--- src/rtl/nexys_starship_pkg.sv ---
// Shared definitions for the Nexys Starship game blocks.
//   hg_state_e : one-hot hazard generator states
//   LFSR_POLY  : Galois toggle mask for x^16+x^14+x^13+x^11+1 (right-shifting form)
//   ST_*       : repair station indices (bit i of station vectors)
//   lfsr_step  : one Galois LFSR advance
package nexys_starship_pkg;

    typedef enum logic [2:0] {
        HG_IDLE = 3'b001,
        HG_ARM  = 3'b010,
        HG_FIRE = 3'b100
    } hg_state_e;

    localparam logic [15:0] LFSR_POLY = 16'hB400;

    localparam int unsigned ST_BTM   = 0;
    localparam int unsigned ST_TOP   = 1;
    localparam int unsigned ST_LEFT  = 2;
    localparam int unsigned ST_RIGHT = 3;

    function automatic logic [15:0] lfsr_step(input logic [15:0] s);
        return (s >> 1) ^ (s[0] ? LFSR_POLY : 16'h0000);
    endfunction

endpackage

--- src/rtl/nexys_starship_hazard_gen_if.sv ---
// Break/repair handshake between the hazard generator and the repair stations.
//   br_random  : one-hot break strobe (generator -> stations)
//   random_hex : repair combo for the current hazard (generator -> stations)
//   st_broken  : per-station broken flags, acknowledge the strobe (stations -> generator)
interface nexys_starship_hazard_gen_if #(
    parameter int unsigned NUM_ST = 4
);
    logic [NUM_ST-1:0] br_random;
    logic [3:0]        random_hex;
    logic [NUM_ST-1:0] st_broken;

    modport master (
        output br_random,
        output random_hex,
        input  st_broken
    );

    modport slave (
        input  br_random,
        input  random_hex,
        output st_broken
    );
endinterface

--- src/rtl/nexys_starship_lfsr16.sv ---
// Free-running 16-bit Galois LFSR, advances every Clk while out of reset.
//   Clk   : clock
//   Reset : asynchronous active-low reset, loads seed
//   seed  : reset value, must be nonzero (all-zero state is a lock-up)
//   out   : current LFSR state
module nexys_starship_lfsr16
    import nexys_starship_pkg::*;
(
    input  logic        Clk,
    input  logic        Reset,
    input  logic [15:0] seed,
    output logic [15:0] out
);

    logic [15:0] state_q;

    always_ff @(posedge Clk or negedge Reset) begin
        if (!Reset) begin
            state_q <= seed;
        end else begin
            state_q <= lfsr_step(state_q);
        end
    end

    assign out = state_q;

endmodule

--- src/rtl/nexys_starship_hazard_gen.sv ---
// Hazard generator: decides when and which repair station breaks, and with which combo.
//   Clk, Reset    : clock, asynchronous active-low reset
//   timer_tick    : slow game tick (one-cycle enable)
//   play_flag     : game start request (sampled in IDLE only)
//   gameover_ctrl : forces return to IDLE
//   hz            : break strobe / combo out, station broken flags in
//   hazard_count  : acknowledged hazards since game start, saturating
//   q_HG_*        : one-hot state flags
module nexys_starship_hazard_gen
    import nexys_starship_pkg::*;
#(
    parameter int unsigned NUM_ST   = 4,
    parameter logic [15:0] SEED     = 16'hACE1,
    parameter logic [7:0]  MIN_GAP  = 8'd4,
    parameter logic [7:0]  GAP_MASK = 8'h0F,
    parameter logic [3:0]  FIRE_TO  = 4'd8
) (
    input  logic                         Clk,
    input  logic                         Reset,
    input  logic                         timer_tick,
    input  logic                         play_flag,
    input  logic                         gameover_ctrl,
    nexys_starship_hazard_gen_if.master  hz,
    output logic [7:0]                   hazard_count,
    output logic                         q_HG_Idle,
    output logic                         q_HG_Arm,
    output logic                         q_HG_Fire
);

    localparam int unsigned IdxW = (NUM_ST > 1) ? $clog2(NUM_ST) : 1;

    hg_state_e         state_q, state_d;
    logic [7:0]        gap_q, gap_d;
    logic [3:0]        to_q, to_d;
    logic [NUM_ST-1:0] br_q, br_d;
    logic [3:0]        hex_q, hex_d;
    logic [7:0]        count_q, count_d;

    logic [15:0]       lfsr_q;
    logic [7:0]        gap_load;
    logic [3:0]        hex_pick;
    logic [NUM_ST-1:0] cand;
    logic [3:0]        to_inc;
    logic              ack;
    logic              unused_lfsr;

    nexys_starship_lfsr16 u_lfsr (
        .Clk   (Clk),
        .Reset (Reset),
        .seed  (SEED),
        .out   (lfsr_q)
    );

    // First non-broken station scanning upward from start, wrapping; all-zero if none.
    function automatic logic [NUM_ST-1:0] scan_target(input logic [1:0]        start,
                                                      input logic [NUM_ST-1:0] broken);
        logic [NUM_ST-1:0] sel;
        int unsigned       idx;
        sel = '0;
        for (int unsigned k = 0; k < NUM_ST; k++) begin
            idx = (32'(start) + k) % NUM_ST;
            if ((sel == '0) && !broken[idx[IdxW-1:0]]) begin
                sel[idx[IdxW-1:0]] = 1'b1;
            end
        end
        return sel;
    endfunction

    assign gap_load    = MIN_GAP + (lfsr_q[7:0] & GAP_MASK);
    // Combo 0 is reserved, so a zero nibble maps to F.
    assign hex_pick    = (lfsr_q[11:8] == 4'h0) ? 4'hF : lfsr_q[11:8];
    assign cand        = scan_target(lfsr_q[1:0], hz.st_broken);
    assign ack         = |(hz.st_broken & br_q);
    assign to_inc      = to_q + 4'd1;
    assign unused_lfsr = ^lfsr_q[15:12];

    always_comb begin
        state_d = state_q;
        gap_d   = gap_q;
        to_d    = to_q;
        br_d    = br_q;
        hex_d   = hex_q;
        count_d = count_q;
        case (state_q)
            HG_IDLE: begin
                br_d  = '0;
                hex_d = 4'h0;
                to_d  = 4'h0;
                if (play_flag) begin
                    state_d = HG_ARM;
                    count_d = 8'h00;
                    gap_d   = gap_load;
                end
            end
            HG_ARM: begin
                br_d = '0;
                if (gameover_ctrl) begin
                    state_d = HG_IDLE;
                    hex_d   = 4'h0;
                end else if (gap_q != 8'h00) begin
                    if (timer_tick) begin
                        gap_d = gap_q - 8'd1;
                    end
                end else if (cand != '0) begin
                    // Gap stays at 0 while every station is broken, so this retries each Clk.
                    state_d = HG_FIRE;
                    br_d    = cand;
                    hex_d   = hex_pick;
                    to_d    = 4'h0;
                end
            end
            HG_FIRE: begin
                if (gameover_ctrl) begin
                    state_d = HG_IDLE;
                    br_d    = '0;
                    hex_d   = 4'h0;
                end else if (ack) begin
                    state_d = HG_ARM;
                    br_d    = '0;
                    gap_d   = gap_load;
                    count_d = (count_q == 8'hFF) ? count_q : count_q + 8'd1;
                end else if (timer_tick) begin
                    if (to_inc == FIRE_TO) begin
                        state_d = HG_ARM;
                        br_d    = '0;
                        gap_d   = gap_load;
                    end else begin
                        to_d = to_inc;
                    end
                end
            end
            default: begin
                state_d = HG_IDLE;
                br_d    = '0;
                hex_d   = 4'h0;
            end
        endcase
    end

    always_ff @(posedge Clk or negedge Reset) begin
        if (!Reset) begin
            state_q <= HG_IDLE;
            gap_q   <= 8'h00;
            to_q    <= 4'h0;
            br_q    <= '0;
            hex_q   <= 4'h0;
            count_q <= 8'h00;
        end else begin
            state_q <= state_d;
            gap_q   <= gap_d;
            to_q    <= to_d;
            br_q    <= br_d;
            hex_q   <= hex_d;
            count_q <= count_d;
        end
    end

    assign hz.br_random  = br_q;
    assign hz.random_hex = hex_q;
    assign hazard_count  = count_q;
    assign q_HG_Idle     = state_q[0];
    assign q_HG_Arm      = state_q[1];
    assign q_HG_Fire     = state_q[2];

endmodule
--- src/flat_wrapper.sv ---
// flat-port wrapper written by rule: the top's interface ports become plain ports
module nexys_starship_hazard_gen_flat import nexys_starship_pkg::*;
#(
    parameter int unsigned NUM_ST   = 4,
    parameter logic [15:0] SEED     = 16'hACE1,
    parameter logic [7:0]  MIN_GAP  = 8'd4,
    parameter logic [7:0]  GAP_MASK = 8'h0F,
    parameter logic [3:0]  FIRE_TO  = 4'd8
)
  (Clk, Reset, timer_tick, play_flag, gameover_ctrl, hazard_count, q_HG_Idle, q_HG_Arm, q_HG_Fire, hz_br_random, hz_random_hex, hz_st_broken);
  nexys_starship_hazard_gen_if #(.NUM_ST(NUM_ST)) hz_i ();
  input  logic Clk;
  input  logic Reset;
  input  logic timer_tick;
  input  logic play_flag;
  input  logic gameover_ctrl;
  output logic [7:0] hazard_count;
  output logic q_HG_Idle;
  output logic q_HG_Arm;
  output logic q_HG_Fire;
  output wire logic [$bits(hz_i.br_random)-1:0] hz_br_random;
  output wire logic [$bits(hz_i.random_hex)-1:0] hz_random_hex;
  input wire logic [$bits(hz_i.st_broken)-1:0] hz_st_broken;
  assign hz_br_random = hz_i.br_random;
  assign hz_random_hex = hz_i.random_hex;
  assign hz_i.st_broken = hz_st_broken;
  nexys_starship_hazard_gen #(.NUM_ST(NUM_ST), .SEED(SEED), .MIN_GAP(MIN_GAP), .GAP_MASK(GAP_MASK), .FIRE_TO(FIRE_TO)) u_core (.Clk(Clk), .Reset(Reset), .timer_tick(timer_tick), .play_flag(play_flag), .gameover_ctrl(gameover_ctrl), .hz(hz_i), .hazard_count(hazard_count), .q_HG_Idle(q_HG_Idle), .q_HG_Arm(q_HG_Arm), .q_HG_Fire(q_HG_Fire));
endmodule
--- config.mk ---
export PLATFORM = sky130hd
export DESIGN_NAME = nexys_starship_hazard_gen_flat
export DESIGN_NICKNAME = d
export VERILOG_FILES = /design/src/rtl/nexys_starship_pkg.sv /design/src/rtl/nexys_starship_hazard_gen_if.sv /design/src/rtl/nexys_starship_lfsr16.sv /design/src/rtl/nexys_starship_hazard_gen.sv /design/src/flat_wrapper.sv
export SDC_FILE = /design/constraint.sdc
export NUM_CORES = 1
export LEC_CHECK = 0
export CAP_MARGIN = 20
export CELL_PAD_IN_SITES_DETAIL_PLACEMENT = 2
export CELL_PAD_IN_SITES_GLOBAL_PLACEMENT = 2
export CORE_MARGIN = 3
export CORE_UTILIZATION = 38
export DETAILED_ROUTE_END_ITERATION = 10
export PLACE_DENSITY = 0.95
export SLEW_MARGIN = 10
export SYNTH_ARGS = -nofsm -noshare
export SYNTH_HDL_FRONTEND = slang
export SYNTH_SLANG_ARGS = --single-unit
--- constraint.sdc ---
create_clock -name Clk -period 6.2 [get_ports Clk]
set_input_delay 0.93 -clock Clk [delete_from_list [all_inputs] [get_ports Clk]]
set_output_delay 0.93 -clock Clk [all_outputs]
set_load 0.1 [all_outputs]
Word-level counts from Yosys, hierarchy flattened. Index checks and enable logic that the tools add are counted. W data, S select, Z words.

Input port bits: 9. Flip-flop bits (word level): 47.

Bitwise gates (word level): 5. Equal/unequal tests: 24. Add/subtract/negate cells: 7. Magnitude comparators: 8. Reductions and logical operators: 25. Muxes and demuxes: 66.

Operator list (count): $mux W8 (12); $mux W4 (23); $mux W3 (8); $pmux W8 S3 (1); $ne A2 B2 Y1 const B (10); $logic_not A4 Y1 (4); $mux W16 (1); $pmux W4 S2 (2); $pmux W8 S2 (1); $reduce_and A8 Y1 (2); $xor A15 B16 Y16 (1); $lt A2 B3 Y1 const B (4); $or A4 B4 Y4 (3); $pmux W4 S3 (1); $reduce_and A5 Y1 (2); $pmux W3 S3 (1); $add A8 B1 Y8 const B (1); $bmux W1 S2 (4); $demux W1 S2 (4); $eq A8 B8 Y1 const B (1); $ge A2 B1 Y1 const B (4); $mux W1 (8); $reduce_bool A8 Y1 (1); $sub A8 B1 Y8 const B (1); other kinds (23) (35).

Logic depth before layout (Yosys ltp). Gate-level depths: netlist of run 1.

Depth in word-level cells: 19. Depth in mapped cells: 11. Gate-level depth less buffers: 8.

Worst setup path after synthesis of run 1. OpenSTA, ideal clock, no wires.

Path type: flip-flop to flip-flop. From: reg u_core.u_lfsr.state_q[0] (netlist: u_core.u_lfsr.out[0]). To: reg u_core.hex_q[0] (netlist: u_core.hz.random_hex[0]). Library setup time: 0.087 ns. Cell stages (with the launch flop): 12. Arrival: 2.869 ns. Path buffers: 3. Period minus slack after synthesis: 2.956 ns. Path slack: 3.244 ns. Cells stage by stage: dfstp_2 buf_2 inv_1 ha_1 mux4_2 clkbuf_1 o21ai_1 a21oi_1 a21o_1 clkbuf_1 a31o_2 o211ai_1.

Cells in the longest elaborated chain, start to end: 17. Elaborated cells on any way between the ends: 50. Classes of those cells: add/sub: 3; order compare: 8; eq/ne: 1; mux: 20; bitwise: 3; reduce/logical: 15.

RTL lines: start: declaration (line nexys_starship_lfsr16.sv:15) `logic [15:0] state_q;`; start signal: assignment (line nexys_starship_lfsr16.sv:21) `state_q <= lfsr_step(state_q);`; branches (longest 13 deep; another with $lt A2 B3 Y1); $mux W4 (*) (line nexys_starship_hazard_gen.sv:62) `if ((sel == '0) && !broken[idx[IdxW-1:0]]) begin`; $reduce_bool A4 Y1 (*) (line nexys_starship_hazard_gen.sv:104) `end else if (cand != '0) begin`; $ne A3 B2 Y1 (no source line) (*); $reduce_and A3 Y1 (no source line) (*); end signal: assignment (line nexys_starship_hazard_gen.sv:146) `hex_q <= 4'h0;`; end signal: assignment (line nexys_starship_hazard_gen.sv:153) `hex_q <= hex_d;`; end: declaration (line nexys_starship_hazard_gen.sv:36) `logic [3:0] hex_q, hex_d;`.

Mark *: on every way between the ends. The select of a mux whose other input is x is not followed. A chain may end at the register's enable or synchronous reset.

Final worst setup path of run 1.
From: reg u_core.u_lfsr.state_q[0] (netlist: u_core.u_lfsr.out[0]). To: reg u_core.hex_q[1] (netlist: u_core.hz.random_hex[1]).

Same word-level chain as after synthesis.

==> results of run 1 <==
[worst max-delay path, stage by stage (launching register included)]
cell and delay, ns:
dfstp_2 0.76, inv_1 0.15, ha_1 0.36, mux4_2 0.63, o22ai_1 0.20, nor3_1 0.11
nor3_2 0.47, a31o_2 0.31, o211ai_1 0.12
[synth_stat cells (all sizes together) (2+ instances only)]
| master | n |
|---|---|
| nor3b | 4 |
| or3b | 2 |
| dfrtp | 38 |
| nand2b | 5 |
| mux2 | 2 |
| nor3 | 17 |
| a22o | 4 |
| ha | 8 |
| nand2 | 19 |
| a211oi | 3 |
| o211ai | 6 |
| a41oi | 2 |
| xnor2 | 9 |
| nand4 | 7 |
| mux4 | 4 |
| a21oi | 7 |
| nor2b | 3 |
| a31oi | 6 |
| buf | 3 |
| a22oi | 2 |
| a41o | 2 |
| xor2 | 3 |
| or4 | 3 |
| inv | 12 |
| dfstp | 9 |
| o22ai | 5 |
| nor2 | 29 |
| nand3 | 7 |
| clkbuf | 7 |
| nor4 | 5 |
| or3 | 4 |
| and3b | 3 |
| and2 | 5 |
| o21ai | 26 |
[flip-flops by register name, summed over array words and instances, names as in the netlist]
register / cells
u_core.hz.br_random: 4
u_core.hz.random_hex: 4
u_core.gap_q: 8
u_core.to_q: 4
u_core.state_q: 3
u_core.hazard_count: 8
u_core.u_lfsr.out: 16
[per-layer routing]
layer	global-route usage, %	vias to the layer above
li1	-	1096
met1	27.89	1204
met2	37.03	47
met3	2.427	9
met4	5.230	0
met5	0	-
[cells by family (layout without fill, tap and decap cells)]
family,after synthesis,count (layout)
xor+xnor,12,12
simple gates,117,117
compound gates,70,70
fa+ha+maj,8,8
mux,7,7
buf+inv,22,50
flops,47,47
[worst paths after layout]
check	start	end
max	u_core.u_lfsr.out[0]	u_core.hz.random_hex[1]
min	u_core.u_lfsr.out[6]	u_core.u_lfsr.out[5]
max reg2reg	u_core.u_lfsr.out[0]	u_core.hz.random_hex[1]
min reg2reg	u_core.u_lfsr.out[6]	u_core.u_lfsr.out[5]
max in group asynchronous	Reset	u_core.u_lfsr.out[13]
min in group asynchronous	Reset	u_core.state_q[1]
[power breakdown]
| group | switching, mW | total, mW | internal [mW] | leakage, nW |
|---|---|---|---|---|
| combinational | 0.223 | 0.337 | 0.114 | 0.620 |
| clock | 0.112 | 0.245 | 0.133 | 0.0618 |
| sequential | 0.0408 | 0.377 | 0.337 | 0.617 |
| total | 0.376 | 0.959 | 0.583 | 1.30 |
[through the flow]
step | area [sq um] | hold WS, ns | cells | setup slack, ns
global placement | 3053 | 0.3372 | 397 | 2.695
global route | 3199 | 0.3456 | 407 | 2.788
finish | 3199 | 0.3505 | 407 | 2.955
CTS | 3174 | 0.3494 | 405 | 2.783
floorplan | 2694 | 0.3312 | 283 | 3.244
detailed placement | 3053 | 0.3437 | 397 | 2.567
[layout make-up]
cell class	count	area, sq um
clock buffer	6	82.58
clock inverter	2	38.79
fill	759	3632
inverter	12	45.04
multi-input combinational	214	1428
sequential	47	1187
tap	96	120.1
timing repair buffer	30	297.8
==> impl_metrics.csv, run 1 <==
group,metric,value,unit
yosys,synthesis.area,2694,sq um
timing,setup_tns,0,ns
place,hpwl,5.864,mm
timing,max_clock_freq,0.3081,GHz
yosys,synth_top_area_cell,"dfrtp_1",
yosys,netlist-cell-type-count,54,
timing,max_slew_margin,33.61,%
global_route,grt_pass1_wl,13.84,mm
timing,rsz0062_at_grt,"no",
final_layout,area_growth,18.76,%
floorplan,dieArea,8135,sq um
timing,layout_min_cycle_time,3.245,ns
yosys,ys_top_cells_by_area,"dfrtp_1 35%, dfstp_2 8.8%, nor2_1 4.0%, ha_1 3.7%, o21ai_1 3.3%",
worst_hold_path,hold_path.class,"reg2reg",
power,totalPowerFinal,0.9587,mW
final_layout,layout_common_cells,"38 x dfrtp_1, 29 x nor2_1, 26 x clkdlybuf4s50_1",
worst_setup_path,rr_worst_depth,8,
run_status,outcome,"finished clean",
final_layout,antenna_cells,0,
timing,final_max_slew_viol_count,0,
worst_setup_path,arrival,3.42,ns
clocking,cts_resized,0,
place,gp_congestion,0.8145,
yosys,synth_xor_area_share,3.902,%
yosys,syn-num-nets,300,
clocking,cts_buffer_depth,2,
worst_setup_path,critPathLaunchType,"flop",
routing,dr_wl_met2,4.203,mm
global_route,grt_pass1_vias,2526,
yosys,synth_top_area_share,35.30,%
clocking,cts_sinks,47,
routing,drc_errors,0,
yosys,ys_ff_latch,47,
yosys,synth_edf_count,0,
clocking,cts_tree,"done",
final_layout,drive_gt1_share,10.93,%
timing,tightestPinTransition,0.9927,ns
clocking,cts_buffers,5,
clocking,cts_root_buf,"clkbuf_8",
yosys,synth_top_family_by_area,"simple AND/OR/NAND/NOR gates",
routing,drtIter0Drc,153,
routing,routed_wl,8.304,mm
yosys,synth-simple-area-share,23.18,%
routing,vias,2356,
global_route,track_usage,21.15,%
run,maxCapViolations,0,
worst_setup_path,path_class,"reg2reg",
yosys,synth-main-ff-cell,"dfrtp_1",
routing,highest_layer,"met4",
floorplan,core_area,6832,sq um
yosys,ys_seq_area_share,44.08,%
clocking,clk_pin_slew,0.09,ns
clocking,clk_latency,0.31,ns
routing,met3WireLength,232,um
yosys,yosys-mux-area-fraction,4.552,%
final_layout,layout_commonest_cell,"dfrtp_1",
worst_hold_path,min_path_cells,0,
global_route,grt_start_max_net_pins,48,
routing,detail-route-antenna-nets,0,
power,peakVddDrop,121.2,uV
worst_setup_path,critical_path_peak_fanout,15,
yosys,synth_compound_area_share,17.42,%
timing,post-route-period-util,52.35,%
routing,avgRoutedWirePerCell,20.40,um
routing,firstDrtPassIters,7,
final_layout,finalNetCount,327,
floorplan,initial_core_util,39.43,%
yosys,synth_warnings,0,
clocking,holdBufCountCts,0,
worst_setup_path,cp-end-kind,"flop",
final_layout,final_core_util,46.83,%
global_route,antenna_found_initial,0,
floorplan,fp.dieH,90.20,um
timing,setup_viol,0,
worst_setup_path,critical_path_required,6.38,ns
yosys,synthArstFlopShare,100.0,%
yosys,netlist_instances,283,
floorplan,die_w,90.20,um
yosys,avgSynthCellArea,9.519,sq um
timing,hold_viol_final,0,
power,p_leak,1.299,nW
global_route,grt-ovfl-total,0,
power,p_per_area,299.7,nW/um^2
yosys,synthAdderAreaFrac,3.716,%
timing,fin_skew,0.01742,ns
clocking,h-tree-depth,2,
routing,via_per_inst,5.789,
floorplan,rows,30,
clocking,post-cts-setup-buffers,0,
worst_setup_path,r2r_setup_slack,2.95,ns
floorplan,boundaryPins,28,
routing,m1WireLength,3.789,mm
place,io_buffers,27,
No activity file was read; power rests on OpenSTA's default activity.
==> run 2, diff against run 1 <==
- CORE_UTILIZATION: 38 -> 36
- PLACE_DENSITY: 0.95 -> 0.91
- clock period: 6.2 -> 3.3 ns (I/O delays scaled with it)
==> run 2 against run 1 <==
Critical endpoint is now u_core.hz.random_hex[2]. Count of clock-buffer cells in the layout stayed put. Critical path type unchanged. Clock power rose by 78%. Sequential power up 88%. Sequential share of layout area shrank 0.40 points.
==> impl_metrics.csv, run 2 (synthesis results as in run 1) <==
group,metric,value,unit
power,p_leak,1.324,nW
floorplan,core_area,7019,sq um
worst_setup_path,critical_path_required,3.51,ns
floorplan,initial_core_util,38.38,%
global_route,grt_pass1_vias,2688,
final_layout,largest_reg_flops,16,
worst_setup_path,reg2reg_from,"u_core.u_lfsr.out[0]",
routing,vias,2370,
routing,drtIter0Drc,89,
clocking,cts_resized,0,
power,p_comb_share,36.8,%
clocking,cts_buffer_depth,2,
timing,layout_min_cycle_time,3.105,ns
floorplan,die_w,92.51,um
timing,rsz0062_at_grt,"no",
floorplan,rows,30,
floorplan,dieArea,8557,sq um
clocking,cts_root_buf,"clkbuf_8",
worst_setup_path,rr_worst_depth,8,
power,p_int,1.097,mW
place,io_buffers,27,
timing,setup_tns,0,ns
worst_setup_path,worstReg2RegEnd,"u_core.hz.random_hex[2]",
timing,max_slew_margin,34.71,%
final_layout,nFillCells,766,
global_route,antenna_found_initial,0,
worst_setup_path,critPathLaunchType,"flop",
routing,via_per_inst,5.738,
power,switching_share,39.42,%
run,maxCapViolations,0,
timing,fin_skew,0.01659,ns
clocking,clk_pin_slew,0.10,ns
clocking,holdBufCountCts,0,
routing,detail-route-antenna-nets,0,
timing,post-route-period-util,94.08,%
routing,avgRoutedWirePerCell,20.68,um
worst_setup_path,endpoint,"u_core.hz.random_hex[2]",
worst_setup_path,critical_path_peak_fanout,15,
timing,tightestPinTransition,0.9763,ns
worst_hold_path,hold_path.class,"in2async",
timing,max_clock_freq,0.3221,GHz
clocking,clk_latency,0.32,ns
timing,final_max_slew_viol_count,0,
worst_setup_path,cp-end-kind,"flop",
routing,routed_wl,8.539,mm
floorplan,fp.dieH,92.51,um
final_layout,finalNetCount,333,
global_route,grt_start_max_net_pins,48,
power,power_frac_seq,39.1,%
final_layout,layout_common_cells,"38 x dfrtp_1, 29 x nor2_1, 23 x clkdlybuf4s50_1",
power,peakVddDrop,267.7,uV
final_layout,drive_gt1_share,13.25,%
worst_setup_path,path_class,"reg2reg",
final_layout,antenna_cells,0,
routing,drc_errors,0,
clocking,cts_buffers,5,
place,pre_cts_ws,0.1763,ns
clocking,post-cts-setup-buffers,0,
power,power_frac_clock,24.1,%
final_layout,area_growth,20.06,%
floorplan,boundaryPins,28,
worst_setup_path,r2r_setup_slack,0.20,ns
routing,firstDrtPassIters,4,
place,hpwl,5.840,mm
power,p_per_area,559.6,nW/um^2
timing,worst_slack,0.1952,ns
clocking,cts_sinks,47,
worst_setup_path,arrival,3.32,ns
run_status,outcome,"finished clean",
timing,setup_viol,0,
final_layout,layout_commonest_cell,"dfrtp_1",
clocking,cts_tree,"done",
power,power.switching,0.7134,mW
global_route,track_usage,20.93,%
worst_setup_path,setup.worst_path.start,"u_core.u_lfsr.out[0]",
global_route,grt_pass1_wl,14.17,mm
timing,hold_viol_final,0,
clocking,h-tree-depth,2,
place,gp_congestion,0.7909,
global_route,grt-ovfl-total,0,
-- run 2: cell count changes in the layout (fill, tap and decap cells not counted) --
cell / delta
buf_2: -1
buf_4: +10
clkbuf_1: +1
clkbuf_8: -1
clkdlybuf4s50_1: -3
clkinvlp_4: +1
inv_6: -1
nor3_2: -1
nor3_4: +1
-- run 2: area by class of cell --
type	instances	area, sq um	share of cell area [%]
clock inverter	2	37.54	1.161
clock buffer	6	72.57	2.244
timing repair buffer	36	337.8	10.44
sequential	47	1187	36.71
inverter	12	45.04	1.393
tap	96	120.1	3.714
multi-input combinational	214	1434	44.33
-- run 2: layer usage --
| metal | vias up | GRT usage, % | wire, um |
|---|---|---|---|
| met1 | 1212 | 26.29 | 3939 |
| met5 | - | 0 | 0 |
| li1 | 1107 | - | - |
| met3 | 16 | 4.062 | 255 |
| met4 | 0 | 6.436 | 148 |
| met2 | 35 | 36.19 | 4196 |
-- run 2: worst min path at each step --
stage / startpoint / endpoint / slack [ns] / cells after the start
floorplan: Reset / u_core.gap_q[0] / 0.20 / 0
global placement: u_core.u_lfsr.out[4] / u_core.u_lfsr.out[3] / 0.34 / 0
detailed placement: u_core.u_lfsr.out[4] / u_core.u_lfsr.out[3] / 0.34 / 0
CTS: u_core.u_lfsr.out[4] / u_core.u_lfsr.out[3] / 0.36 / 0
global route: Reset / u_core.hazard_count[0] / 0.11 / 1
finish: Reset / u_core.hazard_count[0] / 0.09 / 1
-- run 2: through the flow --
stage	instance area, sq um	util (%)	std cells	hold WS (ns)	power (mW)
after CTS	3208	45.70	412	0.3622	1.831
after detailed placement	3098	44.14	404	0.3381	1.374
after global routing	3234	46.08	413	0.1123	1.931
after floorplan	2694	-	283	0.1994	1.161
after global placement	3098	44.14	404	0.3353	1.328
final	3234	46.08	413	0.08996	1.810
-- run 2: worst max-delay path, cell delays in order (launching register included) --
cell	delay [ns]
dfstp_2	0.75
inv_1	0.14
ha_1	0.36
mux4_2	0.48
o211ai_1	0.12
or3_1	0.35
a21o_1	0.26
a31o_2	0.33
o211ai_1	0.21
-- run 2: power groups by stage --
stage / clock network [mW] / logic (mW) / registers [mW]
floorplan: 0 / 0.369 / 0.792
global placement: 0 / 0.620 / 0.708
detailed placement: 0 / 0.659 / 0.714
CTS: 0.453 / 0.672 / 0.706
global route: 0.480 / 0.732 / 0.720
finish: 0.437 / 0.666 / 0.707
